--- config.mk ---
export PLATFORM = sky130hd
export DESIGN_NAME = alu_sequencer
export DESIGN_NICKNAME = d
export VERILOG_FILES = /design/src/rtl/alu_sequencer.sv
export SDC_FILE = /design/constraint.sdc
export NUM_CORES = 1
export LEC_CHECK = 0
export ABC_CLOCK_PERIOD_IN_PS = 1950
export CAP_MARGIN = 20
export CORE_MARGIN = 3
export CORE_UTILIZATION = 30
export CTS_CLUSTER_DIAMETER = 50
export DETAILED_ROUTE_END_ITERATION = 7
export SLEW_MARGIN = 20
export SYNTH_ARGS = -nofsm -noshare
export SYNTH_HDL_FRONTEND = slang
export SYNTH_SLANG_ARGS = --single-unit
--- constraint.sdc ---
create_clock -name CLK -period 1.95 [get_ports CLK]
set_clock_uncertainty 0.1 [all_clocks]
set_input_delay 0.39 -clock CLK [delete_from_list [all_inputs] [get_ports CLK]]
set_output_delay 0.39 -clock CLK [all_outputs]
set_load 0.02 [all_outputs]
--- src/rtl/alu_sequencer.sv ---
// alu_sequencer: takes header/A/B command bytes, fires the ALU once, waits ALU_LAT cycles,
// then returns the captured result over a valid/ready output.
module alu_sequencer #(
   parameter int         ALU_LAT = 1,
   parameter logic [1:0] SYNC    = 2'b10
) (
   input  logic       CLK,
   input  logic       RST,
   input  logic [7:0] IN_DAT,
   input  logic       IN_VLD,
   output logic       IN_RDY,
   output logic       ALU_ENA,
   output logic [3:0] ALU_OPT,
   output logic [1:0] ALU_KEY,
   output logic [7:0] ALU_RGA,
   output logic [7:0] ALU_RGB,
   input  logic [7:0] ALU_RGZ,
   output logic [7:0] OUT_DAT,
   output logic       OUT_VLD,
   input  logic       OUT_RDY,
   output logic       ERR
);
   typedef enum logic [2:0] {IDLE, GET_A, GET_B, EXEC, WAIT, DONE} state_t;
   state_t     state;
   logic [3:0] cnt;
   logic       xfer;
   assign xfer = IN_VLD & IN_RDY;
   always_ff @(posedge CLK) begin
      if (RST) begin
         state   <= IDLE;
         cnt     <= 4'd0;
         IN_RDY  <= 1'b0;
         ALU_ENA <= 1'b0;
         ALU_OPT <= 4'd0;
         ALU_KEY <= 2'd0;
         ALU_RGA <= 8'd0;
         ALU_RGB <= 8'd0;
         OUT_DAT <= 8'd0;
         OUT_VLD <= 1'b0;
         ERR     <= 1'b0;
      end else begin
         ALU_ENA <= 1'b0;
         case (state)
            IDLE: begin
               IN_RDY <= 1'b1;
               if (xfer && IN_DAT[5:4] == SYNC) begin
                  ALU_KEY <= IN_DAT[7:6];
                  ALU_OPT <= IN_DAT[3:0];
                  state   <= GET_A;
               end else if (xfer) begin
                  ERR <= 1'b1;
               end
            end
            GET_A: begin
               IN_RDY <= 1'b1;
               if (xfer) begin
                  ALU_RGA <= IN_DAT;
                  state   <= GET_B;
               end
            end
            GET_B: begin
               IN_RDY <= ~xfer;
               if (xfer) begin
                  ALU_RGB <= IN_DAT;
                  ALU_ENA <= 1'b1;
                  state   <= EXEC;
               end
            end
            EXEC: begin
               cnt   <= 4'(ALU_LAT);
               state <= WAIT;
            end
            WAIT: begin
               cnt <= cnt - 4'd1;
               // counter reaching 1 marks the edge exactly ALU_LAT cycles after the enable
               if (cnt == 4'd1) begin
                  OUT_DAT <= ALU_RGZ;
                  OUT_VLD <= 1'b1;
                  state   <= DONE;
               end
            end
            DONE: begin
               if (OUT_RDY) begin
                  OUT_VLD <= 1'b0;
                  IN_RDY  <= 1'b1;
                  state   <= IDLE;
               end
            end
            default: state <= IDLE;
         endcase
      end
   end
endmodule

==> summary.md, run 1 <==
| Metric | Value |
|---|---|
| Outcome | `finished, final reports clean` |
| Post-cts hold buffer count | `0` |
| CTS Root Cell | `clkbuf_8` |
| Pleak | `0.00104 uW` |
| H-tree Lvls | `2` |
| Sequential fraction of the synthesis area | `50.4%` |
| CTS Buf Count | `5` |
| Diodes inserted | `0` |
| Synth top area share | `50.4%` |
| Clock slew at reported path FFs | `0.08 ns` |
| Part of the cycle the worst path needs | `92.5%` |
| Iter 0 DRT Violations | `56` |
| Starting Density | `31.5%` |
| Synth Warn # | `0` |
| GR Overflow Total | `0` |
| Pre-Repair DR Iteration Count | `4` |
| DIE AREA | `6350 um2` |
| Routed via count | `1374` |
| Synth Net Count | `191` |
| Fillers | `514` |
| FMAX | `555 MHz` |
| Initial antenna violation count | `0` |
| Most frequent cells in the layout | `clkdlybuf4s50_1 (53), nor2_1 (42), dfxtp_1 (41)` |
| Core area | `5170 um2` |
| Final Setup Violations | `0` |
| Critical path data required time | `2.03 ns` |
| PwrDens | `698 nW/um2` |
| Final critical-path required period | `1.80 ns` |
| Synth-to-Final Area Change | `48.3%` |
| Nets | `253` |
| Unrepaired setup endpoints after global routing | `false` |
| WP buf/inv | `2` |
| Pin slew with the least headroom to its limit | `0.505 ns` |
| CP cell instances | `inv_1, ha_1, or4b_1, or2_0, buf_4, mux2i_1, nor2_1` |
| Async S/R FF share, synth | `0%` |
| Vias in the first global route | `1378` |
| Max_cap viols | `0` |
| Global-route wire length before repair | `6.51 mm` |
| Critical path peak fanout | `9` |
| Post-DRT Antenna Nets | `0` |
| Synth top area cells | `dfxtp_1 (50%), mux2i_1 (18%), nor2_1 (9.7%), ha_1 (1.5%), nor2b_1 (1.5%)` |
| Yosys reg bits | `41` |
| Height of the die | `79.7 um` |
| Power, Total | `1680 uW` |
| Hold Path Class | `flip-flop to flip-flop` |
| WL final | `3.80 mm` |
| Share of cells above drive strength 1 | `8.19%` |
| Data arrival time of the worst path | `1.89 ns` |
| Commonest non-fill, non-tap cell in the layout | `clkdlybuf4s50_1` |
| Synthesized instance count | `169` |
| Final hold violation count | `0` |
| Die extent in x | `79.7 um` |
| Clk_lat worst skew | `0.29 ns` |
| Residual DRC | `0` |
| Max stage delay on crit path | `0.45 ns` |
| Post-synth EDFFs | `0` |
| GRT Util Overall | `13.2%` |
| Slew Limit Fails | `0` |
| Cell taking the most area after synthesis | `dfxtp_1` |
| Worst setup path class | `flip-flop to flip-flop` |
| # IOs | `54` |
| Element type at the critical path start | `flip-flop` |
| Crit path capture type | `flip-flop` |
| Drt wl/cell | `12.6 um` |
| Clk sinks | `41` |
| Max clock buf depth | `2` |
| CTS tree | `yes` |
| Largest net degree at the start of global routing | `17` |
| Via/cell ratio | `4.55` |
| Rows | `26` |
| Number of port buffers | `53` |
| Mean Syn Cell Area | `9.63 um2` |
| Slowest cell on crit path | `or4b_1` |
| Max_slew headroom | `66.2%` |
| Synth cell types | `30` |
| Routability cong. | `0.690` |
| Final Core Density | `46.7%` |
| Peak VDD IR | `464 uV` |
| CP top delay family | `simple AND/OR/NAND/NOR gates` |
| CTS resizes | `0` |
| Main synth FF type | `dfxtp_1` |
| Mapped Area | `1630 um2` |
| HPWL after DPL | `2.72 mm` |
| Setup bufs post-CTS | `0` |
## layout make-up
cell class / count / area (um2) / area share, %
Sequential cell: 41 / 821 / 34.0
Multi-Input combinational cell: 114 / 744 / 30.8
Timing Repair Buffer: 64 / 626 / 25.9
Tap cell: 70 / 87.6 / 3.63
Clock buffer: 7 / 86.3 / 3.58
Clock inverter: 1 / 30.0 / 1.24
Inverter: 5 / 18.8 / 0.778
## worst min-delay path, delay by kind of cell (launching register included)
family,cells,cell delay (ns)
flops,1,0.31
buf+inv,1,0.06
compound gates,1,0.05
## synthesized netlist by cell type (2+ instances only)
library cell  number
a21o_1             3
a21oi_1            3
a22oi_1            3
a311oi_1           2
a31oi_1            2
buf_2              2
clkbuf_1           5
dfxtp_1           41
ha_1               2
inv_1              5
mux2i_1           30
nand2_1            4
nand2b_1           3
nand3_1            2
nor2_1            42
nor2b_1            4
nor3_1             2
o21ai_0            2
## metal layers
metal | wire length (um) | vias to the layer above | GRT usage (%)
met5 | 0 | - | 0
met4 | 53 | 0 | 4.64
met3 | 274 | 6 | 4.63
met2 | 1720 | 40 | 20.8
met1 | 1760 | 629 | 16.6
li1 | - | 699 | -
## flip-flops by register name, indices dropped and copies added (netlist names)
register / count
ALU_ENA: 1
ALU_KEY: 2
ALU_RGB: 8
OUT_VLD: 1
ALU_RGA: 8
state: 3
ALU_OPT: 4
IN_RDY: 1
ERR: 1
OUT_DAT: 8
cnt: 4
## per-stage QoR
step	worst slack, ns	std cells	TNS (ns)	hold WS, ns	cell area (um2)
after floorplan	0.231	169	0	0.359	1630
after global placement	-0.0580	294	-0.399	0.353	2300
after detailed placement	-0.0868	294	-0.614	0.357	2300
after CTS	0.138	302	0	0.368	2410
after global routing	0.0359	302	0	0.392	2410
final	0.147	302	0	0.364	2410
## final timing paths
path | from | endpoint | slack (ns) | cells past startpoint
setup / recovery | cnt[1] | OUT_DAT[6] | 0.15 | 7
hold / removal | OUT_VLD | OUT_VLD | 0.36 | 2
setup reg to reg | cnt[1] | OUT_DAT[6] | 0.15 | 7
hold reg to reg | OUT_VLD | OUT_VLD | 0.36 | 2
## report_power, final
part           switching [uW]  internal [uW]
registers                6.04            846
logic                    59.3           71.9
clock network             284            417
## kinds of logic after synthesis
kind of cell | synth area share [%]
adders and majority gates | 1.54
AOI/OAI and AO/OA | 8.53
and+or+nand+nor | 17.2
muxes | 18.4
DFF | 50.4
buffers and inverters | 3.84
No activity file was read; power rests on OpenSTA's default activity.
==> run 2, diff against run 1 <==
--- a/config.mk
+++ b/config.mk
@@ -5,8 +5,7 @@
 export SDC_FILE = /design/constraint.sdc
 export NUM_CORES = 1
 export LEC_CHECK = 0
-export ABC_CLOCK_PERIOD_IN_PS = 1950
-export CAP_MARGIN = 20
+export ABC_CLOCK_PERIOD_IN_PS = 2300
 export CORE_MARGIN = 3
 export CORE_UTILIZATION = 30
 export CTS_CLUSTER_DIAMETER = 50
==> constraint.sdc (replaced) <==
create_clock -name CLK -period 2.3 [get_ports CLK]
set_clock_uncertainty 0.1 [all_clocks]
set_input_delay 0.46 -clock CLK [delete_from_list [all_inputs] [get_ports CLK]]
set_output_delay 0.46 -clock CLK [all_outputs]
set_load 0.02 [all_outputs]
==> summary.md, run 2 (synthesis gave the netlist of run 1 again) <==
| Metric | Value |
|---|---|
| Psw | `294 uW (-16%)` |
| Rows | `26 (unchanged)` |
| Iter 0 DRT Violations | `70 (+25%)` |
| Comb power frac | `8.1% (+0.3 points)` |
| Drt wl/cell | `12.1 um (-3.6%)` |
| Reg power frac | `53.8% (+3.2 points)` |
| FMAX | `485 MHz (-12%)` |
| Peak VDD IR | `321 uV (-31%)` |
| Initial antenna violation count | `0 (unchanged)` |
| Commonest non-fill, non-tap cell in the layout | `clkdlybuf4s50_1` |
| GR Overflow Total | `0 (unchanged)` |
| HPWL after DPL | `2.57 mm (-5.6%)` |
| CTS Buf Count | `5 (unchanged)` |
| Unrepaired setup endpoints after global routing | `false` |
| Nets | `250 (-1.2%)` |
| Worst setup path class | `flip-flop to flip-flop` |
| Final instance area | `2360 um2 (-2.1%)` |
| CTS resizes | `0 (unchanged)` |
| Diodes inserted | `0 (unchanged)` |
| Critical path peak fanout | `9 (unchanged)` |
| Area after DPL | `2260 um2 (-1.5%)` |
| Switching Share | `21.9% (+1.2 points)` |
| Final critical-path required period | `2.06 ns (+0.257 ns)` |
| Synth-to-Final Area Change | `45.2%` |
| Part of the cycle the worst path needs | `89.6% (-2.9 points)` |
| Setup bufs post-CTS | `0 (unchanged)` |
| Share of cells above drive strength 1 | `7.42% (-0.77 points)` |
| Number of port buffers | `53 (unchanged)` |
| Residual DRC | `0 (unchanged)` |
| Element type at the critical path start | `flip-flop` |
| Via/cell ratio | `4.49 (-1.3%)` |
| Hold Path Class | `flip-flop to flip-flop` |
| CTS Root Cell | `clkbuf_8` |
| Height of the die | `79.7 um (unchanged)` |
| Largest net degree at the start of global routing | `17 (unchanged)` |
| Max clock buf depth | `2 (unchanged)` |
| Slowest cell on crit path | `or2_0` |
| Starting Density | `31.5% (unchanged)` |
| H-tree Lvls | `2 (unchanged)` |
| WL final | `3.63 mm (-4.5%)` |
| Outcome | `finished, final reports clean` |
| Data arrival time of the worst path | `2.15 ns (+0.26 ns)` |
| Final hold violation count | `0 (unchanged)` |
| Most frequent cells in the layout | `clkdlybuf4s50_1 (53), nor2_1 (42), dfxtp_1 (41)` |
| Max_slew headroom | `45.4% (-21 points)` |
| Max_cap viols | `0 (unchanged)` |
| Clk_lat worst skew | `0.29 ns (about the same)` |
| Routed via count | `1343 (-2.3%)` |
| # IOs | `54 (unchanged)` |
| Pre-Repair DR Iteration Count | `4 (unchanged)` |
| Clock power frac | `38.0% (-3.6 points)` |
| DIE AREA | `6350 um2 (unchanged)` |
| Final Setup Violations | `0 (unchanged)` |
| Die extent in x | `79.7 um (unchanged)` |
| GRT Util Overall | `12.4% (-0.80 points)` |
| PwrDens | `568 nW/um2 (-19%)` |
| Max stage delay on crit path | `0.50 ns (+0.05 ns)` |
| Post-DRT Antenna Nets | `0 (unchanged)` |
| Top flop regs | `ALU_RGA (8), ALU_RGB (8), OUT_DAT (8)` |
| Pleak | `0.00101 uW (-2.4%)` |
| Crit path capture type | `flip-flop` |
| Routability cong. | `0.725 (+5.0%)` |
| Final setup TNS | `0 ns (unchanged)` |
| Pin slew with the least headroom to its limit | `0.819 ns (+0.313 ns)` |
| P_int | `1050 uW (-22%)` |
| Clk sinks | `41 (unchanged)` |
| CP cell instances | `ha_1, or4b_1, or2_0, mux2i_1, nor2_1` |
| Slew Limit Fails | `0 (unchanged)` |
| Clock slew at reported path FFs | `0.07 ns (about the same)` |
| Post-cts hold buffer count | `0 (unchanged)` |
| Critical path data required time | `2.38 ns (+0.35 ns)` |
| CTS tree | `yes` |
| Global-route wire length before repair | `6.18 mm (-5.0%)` |
| Core area | `5170 um2 (unchanged)` |
| Vias in the first global route | `1340 (-2.8%)` |
==> run 2: cell types whose count changed in the layout (fill, tap and decap cells not counted) <==
cell       delta
buf_4         -2
buf_12        -1
bufinv_16     -1
clkbuf_1      -1
clkbuf_8      +1
clkinv_2      +1
==> run 2: worst max-delay path: cells and delay by family, from the launching register on <==
kind / cells / cell delay [ns]
DFF: 1 / 0.42
and+or+nand+nor: 3 / 1.00
adders and majority gates: 1 / 0.16
muxes: 1 / 0.27
==> run 2: final timing paths <==
kind	startpoint	end	slack (ns)	cells past startpoint
hold reg to reg	OUT_VLD	OUT_VLD	0.37	2
hold / removal	OUT_VLD	OUT_VLD	0.37	2
setup / recovery	cnt[0]	OUT_DAT[2]	0.24	5
setup reg to reg	cnt[0]	OUT_DAT[2]	0.24	5
==> run 2: power groups by stage <==
stage	logic [uW]	clock network, uW	registers, uW
2_1_floorplan	37.2	0	747
3_3_place_gp	110	0	739
3_5_place_dp	109	0	739
4_1_cts	110	533	722
5_1_grt	118	567	724
6_report	109	511	722
==> run 2: cell type report <==
type	instances	area, um2
Clock buffer	7	96.3
Clock inverter	1	5.00
Fill cell	506	2810
Inverter	5	18.8
Multi-Input combinational cell	114	744
Sequential cell	41	821
Tap cell	70	87.6
Timing Repair Buffer	61	591
==> run 2: stage by stage <==
step	hold WS, ns	power, uW	utilization, %	worst slack [ns]	std cells
after floorplan	0.359	784	-	0.581	169
after global placement	0.354	849	43.7	0.218	291
after detailed placement	0.368	848	43.7	0.193	291
after CTS	0.380	1370	45.7	0.205	299
after global routing	0.381	1410	45.7	0.0460	299
final	0.373	1340	45.7	0.240	299
==> run 2: layer usage <==
metal  part of all wire (%)  routed length, um  GRT usage, %
met2                     42               1540          18.3
met3                    7.7                278          4.40
met5                      0                  0             0
met4                    1.6                 57          5.15
met1                     48               1760          16.3
